===== src/rtl/arb_pkg.sv =====
// Shared types and helpers for the 4-requester priority arbiter.
package arb_pkg;

    typedef enum logic [1:0] {
        ST_IDLE    = 2'd0,
        ST_GRANT   = 2'd1,
        ST_RELEASE = 2'd2
    } arb_state_t;

    localparam int NUM_REQ = 4;
    localparam int ID_W    = 2;

    // One-hot encode a requester index.
    function automatic logic [NUM_REQ-1:0] onehot4(input logic [ID_W-1:0] id);
        return NUM_REQ'(1) << id;
    endfunction

endpackage


===== src/rtl/arb_pri_sel.sv =====
// Combinational 4-bit priority select with a movable top-priority index.
// Search order is top, top-1, top-2, top-3 (modulo 4).
module arb_pri_sel
    import arb_pkg::*;
(
    input  logic [NUM_REQ-1:0] vec,
    input  logic [ID_W-1:0]    top,
    output logic [ID_W-1:0]    id,
    output logic               hit
);

    logic [ID_W-1:0] idx;

    // Walk from lowest to highest priority so the last hit written wins.
    always_comb begin
        id  = '0;
        hit = 1'b0;
        idx = '0;
        for (int k = NUM_REQ - 1; k >= 0; k--) begin
            idx = top - ID_W'(k);
            if (vec[idx]) begin
                id  = idx;
                hit = 1'b1;
            end
        end
    end

endmodule


===== src/rtl/req_priority_arbiter.sv =====
// Sequential 4-requester arbiter with hold timeout and a dead cycle between owners.
// Build option: ARB_ROUND_ROBIN_EN enables rotating priority; undefined gives fixed 3>2>1>0.
//
// state      | meaning
// -----------+------------------------------------------------------------
// ST_IDLE    | no owner, arbitrate any request
// ST_GRANT   | owner holds gnt until it drops req or the hold limit is hit
// ST_RELEASE | dead cycle, gnt=0, arbitrate for the next owner
module req_priority_arbiter
    import arb_pkg::*;
#(
    parameter int MAX_HOLD = 15,
    parameter int CNT_W    = 8
) (
    input  logic               clk,
    input  logic               rst_n,
    input  logic [NUM_REQ-1:0] req,
    output logic [NUM_REQ-1:0] gnt,
    output logic [ID_W-1:0]    gnt_id,
    output logic               gnt_valid,
    output logic               timeout
);

    localparam logic [CNT_W-1:0] HOLD_LAST = CNT_W'(MAX_HOLD - 1);

    arb_state_t         state, state_nxt;
    logic [CNT_W-1:0]   hold_cnt, hold_nxt;
    logic [NUM_REQ-1:0] excl, excl_nxt;
    logic [NUM_REQ-1:0] gnt_nxt;
    logic [ID_W-1:0]    gnt_id_nxt;
    logic               timeout_nxt;

    logic [NUM_REQ-1:0] masked, sel_vec;
    logic [ID_W-1:0]    win_id, top;
    logic               win_hit;
    logic               owner_req, at_limit;

    // A timed-out owner is skipped unless it is the only requester.
    assign masked    = req & ~excl;
    assign sel_vec   = (masked != '0) ? masked : req;
    assign owner_req = req[gnt_id];
    assign at_limit  = (hold_cnt == HOLD_LAST);
    assign gnt_valid = |gnt;

    arb_pri_sel u_pri_sel (
        .vec (sel_vec),
        .top (top),
        .id  (win_id),
        .hit (win_hit)
    );

`ifdef ARB_ROUND_ROBIN_EN
    logic [ID_W-1:0] rr_ptr;

    // Remember the last owner; it becomes the lowest priority next time.
    always_ff @(posedge clk or negedge rst_n) begin
        if (!rst_n)
            rr_ptr <= '0;
        else if (state != ST_GRANT && state_nxt == ST_GRANT)
            rr_ptr <= win_id;
    end

    assign top = rr_ptr - ID_W'(1);
`else
    assign top = ID_W'(3);
`endif

    // State register.
    always_ff @(posedge clk or negedge rst_n) begin
        if (!rst_n)
            state <= ST_IDLE;
        else
            state <= state_nxt;
    end

    // Next-state decision.
    always_comb begin
        state_nxt = state;
        case (state)
            ST_IDLE:    state_nxt = win_hit ? ST_GRANT : ST_IDLE;
            ST_GRANT:   state_nxt = (!owner_req || at_limit) ? ST_RELEASE : ST_GRANT;
            ST_RELEASE: state_nxt = win_hit ? ST_GRANT : ST_IDLE;
            default:    state_nxt = ST_IDLE;
        endcase
    end

    // Next values of the registered outputs, hold counter and exclusion mask.
    always_comb begin
        gnt_nxt     = gnt;
        gnt_id_nxt  = gnt_id;
        timeout_nxt = 1'b0;
        excl_nxt    = excl;
        hold_nxt    = hold_cnt;
        case (state)
            ST_GRANT: begin
                if (!owner_req) begin
                    gnt_nxt  = '0;
                    excl_nxt = '0;
                end else if (at_limit) begin
                    gnt_nxt     = '0;
                    timeout_nxt = 1'b1;
                    excl_nxt    = onehot4(gnt_id);
                end else begin
                    // Leaving at the limit means the counter never wraps.
                    hold_nxt = hold_cnt + 1'b1;
                end
            end
            default: begin
                gnt_nxt  = '0;
                excl_nxt = '0;
                if (win_hit) begin
                    gnt_nxt    = onehot4(win_id);
                    gnt_id_nxt = win_id;
                    hold_nxt   = '0;
                end
            end
        endcase
    end

    // Output and datapath registers.
    always_ff @(posedge clk or negedge rst_n) begin
        if (!rst_n) begin
            gnt      <= '0;
            gnt_id   <= '0;
            timeout  <= 1'b0;
            excl     <= '0;
            hold_cnt <= '0;
        end else begin
            gnt      <= gnt_nxt;
            gnt_id   <= gnt_id_nxt;
            timeout  <= timeout_nxt;
            excl     <= excl_nxt;
            hold_cnt <= hold_nxt;
        end
    end

endmodule


===== config.mk =====
export PLATFORM = sky130hd
export DESIGN_NAME = req_priority_arbiter
export DESIGN_NICKNAME = d
export VERILOG_FILES = /design/src/rtl/arb_pkg.sv /design/src/rtl/arb_pri_sel.sv /design/src/rtl/req_priority_arbiter.sv
export SDC_FILE = /design/constraint.sdc
export NUM_CORES = 1
export LEC_CHECK = 0
export BUFFER_PORTS_ARGS = -buffer_cell sky130_fd_sc_hd__clkbuf_2
export CAP_MARGIN = 20
export CORE_MARGIN = 3
export CORE_UTILIZATION = 56
export DETAILED_ROUTE_END_ITERATION = 16
export PLACE_DENSITY = 0.77
export SLEW_MARGIN = 40
export SYNTH_ARGS = -nofsm -noshare
export SYNTH_HDL_FRONTEND = slang
export SYNTH_HIERARCHICAL = 1
export SYNTH_SLANG_ARGS = --single-unit
export TNS_END_PERCENT = 5

===== constraint.sdc =====
create_clock -name clk -period 3.2 [get_ports clk]
set_input_delay 0.64 -clock clk [delete_from_list [all_inputs] [get_ports clk]]
set_output_delay 0.64 -clock clk [all_outputs]
set_load 0.02 [all_outputs]

==> out/qor.csv <==
metric,value,unit
status,completed,
synth_edf_count,0,
seq_area,526,µm²
reg2reg_to,hold_cnt[6],
cp_max_fo,6,
synth-async-reset-ratio,1.00,
placement.io_buffers,13,
antenna_found_initial,0,
hold_buffers,0,
maxSlewViolCount,0,
rsz0062_at_grt,false,
worst_pin_slew,646,ps
yosys_warnings,6,
antennaDiodeCount,0,
dieWidth,51.8,µm
first_pass_iters,4,
ys_seq_elements,21,
nFillCells,151,
vias,972,
multiInputGateArea,629,µm²
seq_area_frac_synth,0.448,
grt_pass1_vias,974,
power,0.861,mW
setup_viol,0,
timing.rr.start,excl[0],
core_area,1860,µm²
hold_viol_final,0,
timing.max_cap.violations,0,
end_kind,register,
setup_slack,631,ps
ctsResizeCount,0,
hp-class,in -> async,
area_growth,12.4,%
clk_pin_slew,120,ps
tns,0,ps
ys_top_cells_by_count,"21 x dfrtp_1, 10 x nand2_1, 9 x inv_1",
synth_top_area_frac,0.448,
leakage,0.674,nW
drive_above_1_share,0.191,
fin_crit_sh,0.803,
cts_made_buffers,3,
grt_overflow_total,0,
htree_num_levels,1,
clock_latency,310,ps
dpl_worst_slack,361,ps
grtUsageTotal,0.210,
cts_setup_buffers,0,
fin_util,0.710,
holdWs,276,ps
reg2reg_depth,10,
cp.arrival,2760,ps
crit_required,3390,ps
synth_area_leaders,"dfrtp_1 45%, nand2_1 3.2%, nand2b_1 3.2%",
cts_num_sinks,21,
grt_pass1_wl,4.17,mm
fin_skew,8.52,ps
yosysMostFrequentCell,dfrtp_1,
crit_slowest_cell,a222oi_1,
clockRootBuffer,clkbuf_4,
max_slew_margin,0.568,
final.min_clock_period,2570,ps
synthCells,117,
die_h,51.8,µm
grt_max_degree,22,
powerDensity,653,nW/µm²
drt_wl_total,2.38,mm
worstSetupPathType,reg -> reg,
hpwl,1.86,mm
ctsLongestPathBuffers,2,
synth_area_per_cell,10.0,µm²
initial_core_util,0.632,
max_freq,389,MHz
cp-start-kind,register,
synth_top_cell_by_area,dfrtp_1,
avgRoutedWirePerCell,14.3,µm
path_cells,inv_1 -> a222oi_1 -> o21ai_0 -> a21boi_0 -> nor2_1 -> nand2_1 -> inv_1 -> nor2_1 -> nor2_4 -> a211o_1,
gp_congestion,0.790,
io_pins,14,
syn-cell-area,1170,µm²
layout.nets,150,
cts_tree,built,
remaining_drc_errors,0,
critical-path-max-stage-delay,420,ps
die_area,2680,µm²
reg2reg_slack,630,ps
ys_types,42,
synth_ff_type,dfrtp_1,
drtAntennaViolNets,0,
peakVddDrop,0.514,mV
fp-row-count,15,
dr.first_iter.drc_count,36,
viasPerCell,5.86,
## metal layers
metal / wire (µm) / track usage / vias up
met5: 0 / 0 / -
met4: 44 / 0.105 / 0
met3: 100 / 0.0401 / 4
met2: 1130 / 0.356 / 22
met1: 1100 / 0.254 / 474
li1: - / - / 472
## flip-flops by register name (all words and copies together), names as in the netlist
register / flops
excl: 4
timeout: 1
hold_cnt: 8
gnt: 4
gnt_id: 2
state: 2
## critical path, delay by kind of cell, from the launching register on
kind	cells	cell delay, ps
DFF	1	380
AOI/OAI and AO/OA	4	1320
and+or+nand+nor	4	640
buffers and inverters	2	110
## worst max path at each step
stage | slack [ps] | to | cells after the start | start
after floorplan | 710 | hold_cnt[2] | 9 | req[0]
after global placement | 490 | hold_cnt[7] | 10 | req[0]
after detailed placement | 360 | hold_cnt[6] | 10 | req[0]
after CTS | 660 | hold_cnt[6] | 10 | excl[0]
after global routing | 370 | hold_cnt[6] | 10 | excl[0]
final | 630 | hold_cnt[6] | 10 | excl[0]
## per-stage QoR
| step | cells | area, µm² |
|---|---|---|
| after floorplan | 124 | 1200 |
| after global placement | 162 | 1290 |
| after detailed placement | 162 | 1290 |
| after CTS | 166 | 1320 |
| after global routing | 166 | 1320 |
| final | 166 | 1320 |
## cell usage in the layout (no fill, tap or decap), types with 2 or more instances in the layout
cell type	n
inv_1	9
clkbuf_4	3
dfrtp_1	21
nor3_1	3
nand2_1	10
nor2_1	4
and3_1	5
nor3b_1	2
a211o_1	4
o22ai_1	4
o31ai_1	2
a21o_1	2
o21ai_0	7
clkbuf_2	13
a21boi_0	3
nand3_1	4
ha_1	2
conb_1	8
nand2b_1	6
a21oi_1	4
## layout make-up
| class | count | area share |
|---|---|---|
| clock buffers | 4 | 0.0199 |
| inverters | 9 | 0.0256 |
| well taps | 25 | 0.0237 |
| multi-input cells | 93 | 0.477 |
| flip-flops and latches | 21 | 0.398 |
| repair buffers | 14 | 0.0550 |
## report_power, final
part,internal [mW],switching [mW]
Sequential,0.318,0.0513
Clock,0.0486,0.0793
Combinational,0.129,0.235
Total,0.495,0.366
## logic make-up after synthesis
logic type / Yosys count / synth area share
flip-flops: 21 / 0.448
multiplexers: 2 / 0.0320
other: 1 / 0.00320
AND/OR/NAND/NOR: 46 / 0.235
adder cells (fa/ha/maj): 2 / 0.0213
buffers and inverters: 10 / 0.0384
AO/OA/AOI/OAI: 35 / 0.223
No activity file was read; power rests on OpenSTA's default activity.
